### config.mk
export PLATFORM = sky130hd
export DESIGN_NAME = instruction_fetch_unit
export DESIGN_NICKNAME = d
export VERILOG_FILES = /design/src/rtl/instruction_fetch_unit.sv
export SDC_FILE = /design/constraint.sdc
export NUM_CORES = 1
export LEC_CHECK = 0
export CORE_UTILIZATION = 38
export CTS_CLUSTER_DIAMETER = 60
export DETAILED_ROUTE_END_ITERATION = 6
export SETUP_SLACK_MARGIN = 0.5
export SYNTH_ARGS = -nofsm -noshare
export SYNTH_HDL_FRONTEND = slang
export SYNTH_SLANG_ARGS = --single-unit
### constraint.sdc
create_clock -name CLK -period 7.1 [get_ports CLK]
set_clock_uncertainty 0.1 [all_clocks]
set_input_delay 1.42 -clock CLK [delete_from_list [all_inputs] [get_ports CLK]]
set_output_delay 1.42 -clock CLK [all_outputs]
set_load 0.02 [all_outputs]
### src/rtl/instruction_fetch_unit.sv
// Instruction fetch unit: waits WAIT_CYCLES per memory read, registers the fetched word and PC,
// decodes unconditional B for the next fetch address, and supports stall and redirect.
module instruction_fetch_unit #(
    parameter int unsigned WAIT_CYCLES = 1,
    parameter logic [63:0] RESET_PC    = 64'h0
) (
    input  logic        CLK,
    input  logic        Reset,
    output logic [63:0] IMemAddress,
    input  logic [31:0] IMemData,
    input  logic        Stall,
    input  logic        Redirect,
    input  logic [63:0] RedirectTarget,
    output logic [31:0] Instruction,
    output logic [63:0] InstrPC,
    output logic        InstrValid
);

    typedef enum logic [0:0] {StFetch, StBlocked} state_e;

    localparam logic [7:0]  LastCnt     = 8'(WAIT_CYCLES - 1);
    localparam logic [63:0] ResetPcAlgn = {RESET_PC[63:2], 2'b00};

    state_e      state_q, state_d;
    logic [63:0] pc_q, pc_d;
    logic [7:0]  cnt_q, cnt_d;
    logic [31:0] instr_q, instr_d;
    logic [63:0] instr_pc_q, instr_pc_d;
    logic        valid_q, valid_d;

    logic        out_free;
    logic        consume;
    logic        capture;
    logic        is_branch;
    logic [63:0] br_offset;
    logic [63:0] next_pc;
    logic [1:0]  unused_target_lsbs;

    assign unused_target_lsbs = RedirectTarget[1:0];

    assign IMemAddress = pc_q;
    assign Instruction = instr_q;
    assign InstrPC     = instr_pc_q;
    assign InstrValid  = valid_q;

    assign consume  = valid_q && !Stall;
    assign out_free = !valid_q || !Stall;

    // Opcode 000101 is the unconditional B; its 26-bit word offset is sign-extended.
    assign is_branch = (IMemData[31:26] == 6'b000101);
    assign br_offset = {{36{IMemData[25]}}, IMemData[25:0], 2'b00};
    assign next_pc   = is_branch ? (pc_q + br_offset) : (pc_q + 64'd4);

    always_comb begin
        state_d    = state_q;
        pc_d       = pc_q;
        cnt_d      = cnt_q;
        instr_d    = instr_q;
        instr_pc_d = instr_pc_q;
        valid_d    = valid_q;
        capture    = 1'b0;

        unique case (state_q)
            StFetch: begin
                if (cnt_q == LastCnt) begin
                    if (out_free) begin
                        capture = 1'b1;
                    end else begin
                        state_d = StBlocked;
                    end
                end else begin
                    cnt_d = cnt_q + 8'd1;
                end
            end
            StBlocked: begin
                if (out_free) begin
                    capture = 1'b1;
                    state_d = StFetch;
                end
            end
            default: state_d = StFetch;
        endcase

        if (capture) begin
            instr_d    = IMemData;
            instr_pc_d = pc_q;
            valid_d    = 1'b1;
            pc_d       = next_pc;
            cnt_d      = 8'd0;
        end else if (consume) begin
            valid_d = 1'b0;
        end

        // Redirect discards any capture due this cycle and flushes the held instruction.
        if (Redirect) begin
            instr_d    = instr_q;
            instr_pc_d = instr_pc_q;
            valid_d    = 1'b0;
            pc_d       = {RedirectTarget[63:2], 2'b00};
            cnt_d      = 8'd0;
            state_d    = StFetch;
        end
    end

    always_ff @(posedge CLK) begin
        if (Reset) begin
            state_q    <= StFetch;
            pc_q       <= ResetPcAlgn;
            cnt_q      <= 8'd0;
            instr_q    <= 32'h0;
            instr_pc_q <= 64'h0;
            valid_q    <= 1'b0;
        end else begin
            state_q    <= state_d;
            pc_q       <= pc_d;
            cnt_q      <= cnt_d;
            instr_q    <= instr_d;
            instr_pc_q <= instr_pc_d;
            valid_q    <= valid_d;
        end
    end

endmodule

Word-level counts from Yosys, hierarchy flattened
Cells that the tools add are included.
{"block": "totals", "elab_cells": 36, "ff_bits": 170, "out_inout_bits": 161}
{"block": "op_classes", "bitwise": 3, "eq_ne": 1, "reduce_logical": 11, "mux": 11, "add_sub_neg": 3}
{"cell": "$mux 64", "count": 3}
{"cell": "$add 64x3->64 const B", "count": 1}
{"cell": "$add 64x64->64", "count": 1}
{"cell": "$add 8x1->8 const B", "count": 1}
{"cell": "$logic_not 8->1", "count": 1}
{"cell": "$eq 6x3->1 const B", "count": 1}
{"cell": "$mux 1", "count": 6}
{"cell": "$pmux 1 s2", "count": 2}
{"cell": "$reduce_and 2->1", "count": 2}
{"cell": "$reduce_bool 2->1", "count": 2}
{"cell": "$not 1->1", "count": 3}
{"cell": "$reduce_or 3->1", "count": 1}
{"cell": "$logic_not 1->1", "count": 2}
{"cell": "$reduce_or 2->1", "count": 1}
{"cell": "$logic_and 1x1->1", "count": 1}
{"cell": "$logic_or 1x1->1", "count": 1}

Depth between registers and ports, before layout
{"block": "logic_depth", "word_depth": 7, "ltp_mapped": 15}

Least setup slack after synthesis
No wires, ideal clock.
{"block": "synth_timing", "path_kind": "input to register", "start": "in IMemData[27]", "end": "reg pc_q[36] (netlist: IMemAddress[36])", "stages": 14, "path_slack_ps": 1941, "t_required_ps": 6868, "arrival_ps": 4927, "cell_sequence": "nor4b_2 and2_1 nand2b_1 ha_1 fa_1 a211oi_1 o21ai_1 o2111ai_1 o21ai_0 a211o_1 a32oi_1 o21ba_2 nor3_1 or3b_2"}
{"block": "synth_between", "elab_chain_len": 4}
{"element": "from (decl)", "line_no": "10", "source": "input logic [31:0] IMemData,"}
{"element": "$eq 6x3->1", "line_no": "50", "source": "assign is_branch = (IMemData[31:26] == 6'b000101);"}
{"element": "$mux 64", "line_no": "52", "source": "assign next_pc = is_branch ? (pc_q + br_offset) : (pc_q + 64'd4);"}
{"element": "$mux 64", "line_no": "84", "source": "if (capture) begin"}
{"element": "$mux 64", "line_no": "95", "source": "if (Redirect) begin"}
{"element": "to (signal assigned)", "line_no": "108", "source": "pc_q <= ResetPcAlgn;"}
{"element": "to (signal assigned)", "line_no": "115", "source": "pc_q <= pc_d;"}
{"element": "to (decl)", "line_no": "25", "source": "logic [63:0] pc_q, pc_d;"}
No other way between the ends. The select of a mux whose other input is x is not followed.
A chain may end at the register's enable or synchronous reset.

Worst setup path after layout
{"block": "layout_timing", "start": "in IMemData[29]", "end": "reg pc_q[36] (netlist: IMemAddress[36])"}
Same word-level chain as after synthesis.

==> metrics.md <==
| Metric | Value |
|---|---|
| Outcome | completed |
| Syn avg cell area | 7.31 um2 |
| Placeable core region | 27,100 um2 |
| Pleak | about 0.0051 uW |
| Routed WL | between 30,000 and 40,000 um |
| Overall via count from detail_route | between 10,000 and 15,000 |
| Worst-margin pin slew | 1.11 ns |
| Overall power | 2460 uW |
| Cell accounting for the most synthesized area | dfxtp_1 |
| Vias in the first global route | 10,800 |
| Distinct cells, synth | 93 |
| Final worst setup slack | 0.913 ns |
| H-Tree Depth | 4 |
| CP Class | primary input to flop |
| Top post-synthesis cells by area | dfxtp_1 31%, nand2_1 11%, a21oi_1 7.9%, nor2_1 3.8%, ha_1 3.2% |
| Slew Viols, Final | 0 |
| Async set or reset register ratio after synthesis | 0% |
| Dpl hpwl | 26,800 um |
| Maximum VDD drop | 130 uV |
| Die height | 169 um |
| Buffer depth of the longest clock path | 2 |
| Critical path fanouts, max | 7 |
| Boundary Pins | between 200 and 300 |
| Top_reg_cell synth | dfxtp_1 |
| RD Place Congestion | 0.944 |
| Post-Syn Area | approximately 11,000 um2 |
| Nets | 1,748 |
| Period Utilization, post-route | 87.1% |
| # DRC | 0 |
| Via/cell ratio | 5.62 |
| Final Instance Count excl. Fillers | 2,006 |
| Synth Instances | around 1,400 |
| Worst Setup Start Kind | primary input |
| Number of enable flip-flop cells after synthesis | 0 |
| Hold-fix buffers at CTS | 0 |
| Global-route wire length before repair | 59,900 um |
| Cell area power density | between 150 and 200 nW/um2 |
| Root Buffer | clkbuf_16 |
| CP Data Required Time | 7.31 ns |
| Post-Place Worst Slack | 0.508 ns |
| End-of-flow core utilization | 50.7% |
| Routed len/inst | roughly 19 um |
| Rows | 60 |
| RSZ-0062 raised after global routing | no |
| Fmax | 0.162 GHz |
| FF-to-FF Start | IMemAddress[2] |
| CP Capture Point | IMemAddress[36] |
| Max-Cap Viols | 0 |
| Post-synth top cells | 310 x nand2_1, 166 x a21oi_1, 166 x dfxtp_1, 107 x nor2_1, 88 x clkbuf_1 |
| Share of cells above drive strength 1 | 6.06% |
| Die Area | 28,500 um2 |
| GRT overflow | 0 |
| Port bufs | roughly 250 |
| Largest net degree at the start of global routing | 95 |
| R2R setup slack | 2.97 ns |
| # resized after CTS | 0 |
| Post-synth top area share | 31.5% |
| Seq cells post-synth | 166 |
| Arrival @ worst endpoint | 6.40 ns |
| CTS clk-pin slew, worst paths | 0.07 ns |
| Synth warnings | 0 |
| Setup bufs post-CTS | 0 |
| Placed cells | between 1,500 and 2,000 |
| Area grow syn2layout | 30.1% |
| Clock latency on the worst-skew pair | 0.44 ns |
| CTS Buf Count | 17 |
| GRT Total Usage | 26.5% |
| Setup crit end kind | flop |
| 1st-pass router iterations | 5 |
| Total negative slack | 0 ns |
| Hold/Removal Path Class | flop to flop |
| Clock Sinks | 166 |
| Worst Setup SP | IMemData[29] |
| Final setup vio count | 0 |
| Count leader, synth | nand2_1 |
| Crit Reg-Reg Endpoint | IMemAddress[36] |
| Initial antenna violation count | 1 |
| Chip width | 169 um |
| Rel. slew slack | 25.8% |
| CTS tree | done |
| Sequential fraction of the synthesis area | about a third |
| Min cycle time layout | 6.19 ns |
| Post-route ant nets | 0 |
| Detailed Route Iter0 Violations | 818 |
| Register-to-Register Path Depth | 11 |
| Initial core utilization | between 30% and 40% |
| Endpoints failing hold | 0 |
==> layout make-up <==
type                    count  area, um2
flip-flops and latches    166       3320
diodes                      1       2.50
fillers                  2727      13400
inverters                  17       63.8
multi-input cells        1147       6650
repair buffers            271       2680
clock buffers              18        429
clock inverters            14        129
well taps                 372        465
==> worst max-delay path, stage by stage <==
cell	delay [ns]
clkdlybuf4s50_1	0.54
nor4b_2	0.48
and2_1	0.33
nand2b_1	0.09
ha_1	0.22
fa_1	0.43
a211oi_1	0.30
o21ai_1	0.18
o2111ai_1	0.38
o21ai_0	0.38
a211o_1	0.41
a32oi_1	0.50
o21ba_2	0.25
nor3_1	0.05
or3b_2	0.43
==> layout by cell type, fill, tap and decap left out, types with 6 or more instances in the layout <==
cell type / n
or2_2: 6
ha_1: 27
inv_1: 15
a21o_1: 11
dfxtp_1: 166
and3_1: 47
a32oi_1: 9
o211a_1: 7
o21ai_0: 59
nor2_1: 106
and2_1: 8
nand2_1: 309
or3_1: 15
xnor2_1: 26
a31oi_1: 12
a311oi_1: 16
a211oi_1: 17
clkbuf_16: 17
inv_6: 7
nand4_1: 22
nor4_1: 28
mux2i_1: 28
xor2_1: 15
clkdlybuf4s50_1: 252
nand3_1: 32
a31o_2: 8
o21a_1: 6
a21oi_1: 165
nor3_1: 48
buf_4: 17
o211ai_1: 7
==> state kept, by name, summed over array words and instances, names as in the netlist <==
register	count
IMemAddress	62
Instruction	32
cnt_q	8
state_q	1
InstrPC	62
InstrValid	1
==> layer usage <==
layer  part of all wire (%)  track usage (%)
met5                      0                0
met4                    2.2             8.42
met3                    6.0             4.77
met2                     46             43.8
met1                     45             34.9
==> metrics by stage <==
stage / cell area (um2) / hold slack (ns)
after global placement: 13200 / 0.341
final: 13700 / 0.353
after floorplan: 10600 / 0.381
after CTS: 13700 / 0.355
after global routing: 13700 / 0.369
after detailed placement: 13200 / 0.346
==> worst min-delay path by stage <==
stage	cells after the start	slack [ns]	to	start
after detailed placement	2	0.35	Instruction[22]	Instruction[22]
final	2	0.35	InstrPC[46]	InstrPC[46]
after global routing	2	0.37	Instruction[21]	Instruction[21]
after global placement	2	0.34	InstrPC[19]	InstrPC[19]
after CTS	2	0.36	InstrPC[34]	InstrPC[34]
after floorplan	2	0.38	cnt_q[7]	cnt_q[7]
==> cell families (layout without fill, tap and decap cells) <==
logic type                 Yosys count  after routing  share of synthesized area (%)
and+or+nand+nor                    677            677                           30.7
AOI/OAI and AO/OA                  368            368                           22.2
DFF                                166            166                           31.5
buffers and inverters              136            320                           6.08
xor gates and xnor gates            41             41                           3.40
muxes                               29             29                           2.76
adders and majority gates           28             28                           3.39
other                                1              5                         0.0355
==> power breakdown <==
group	switching (uW)	internal [uW]	total, uW
logic	260	206	466
registers	75.3	979	1050
clock network	470	466	936
Power figures use the tool's default switching activity.
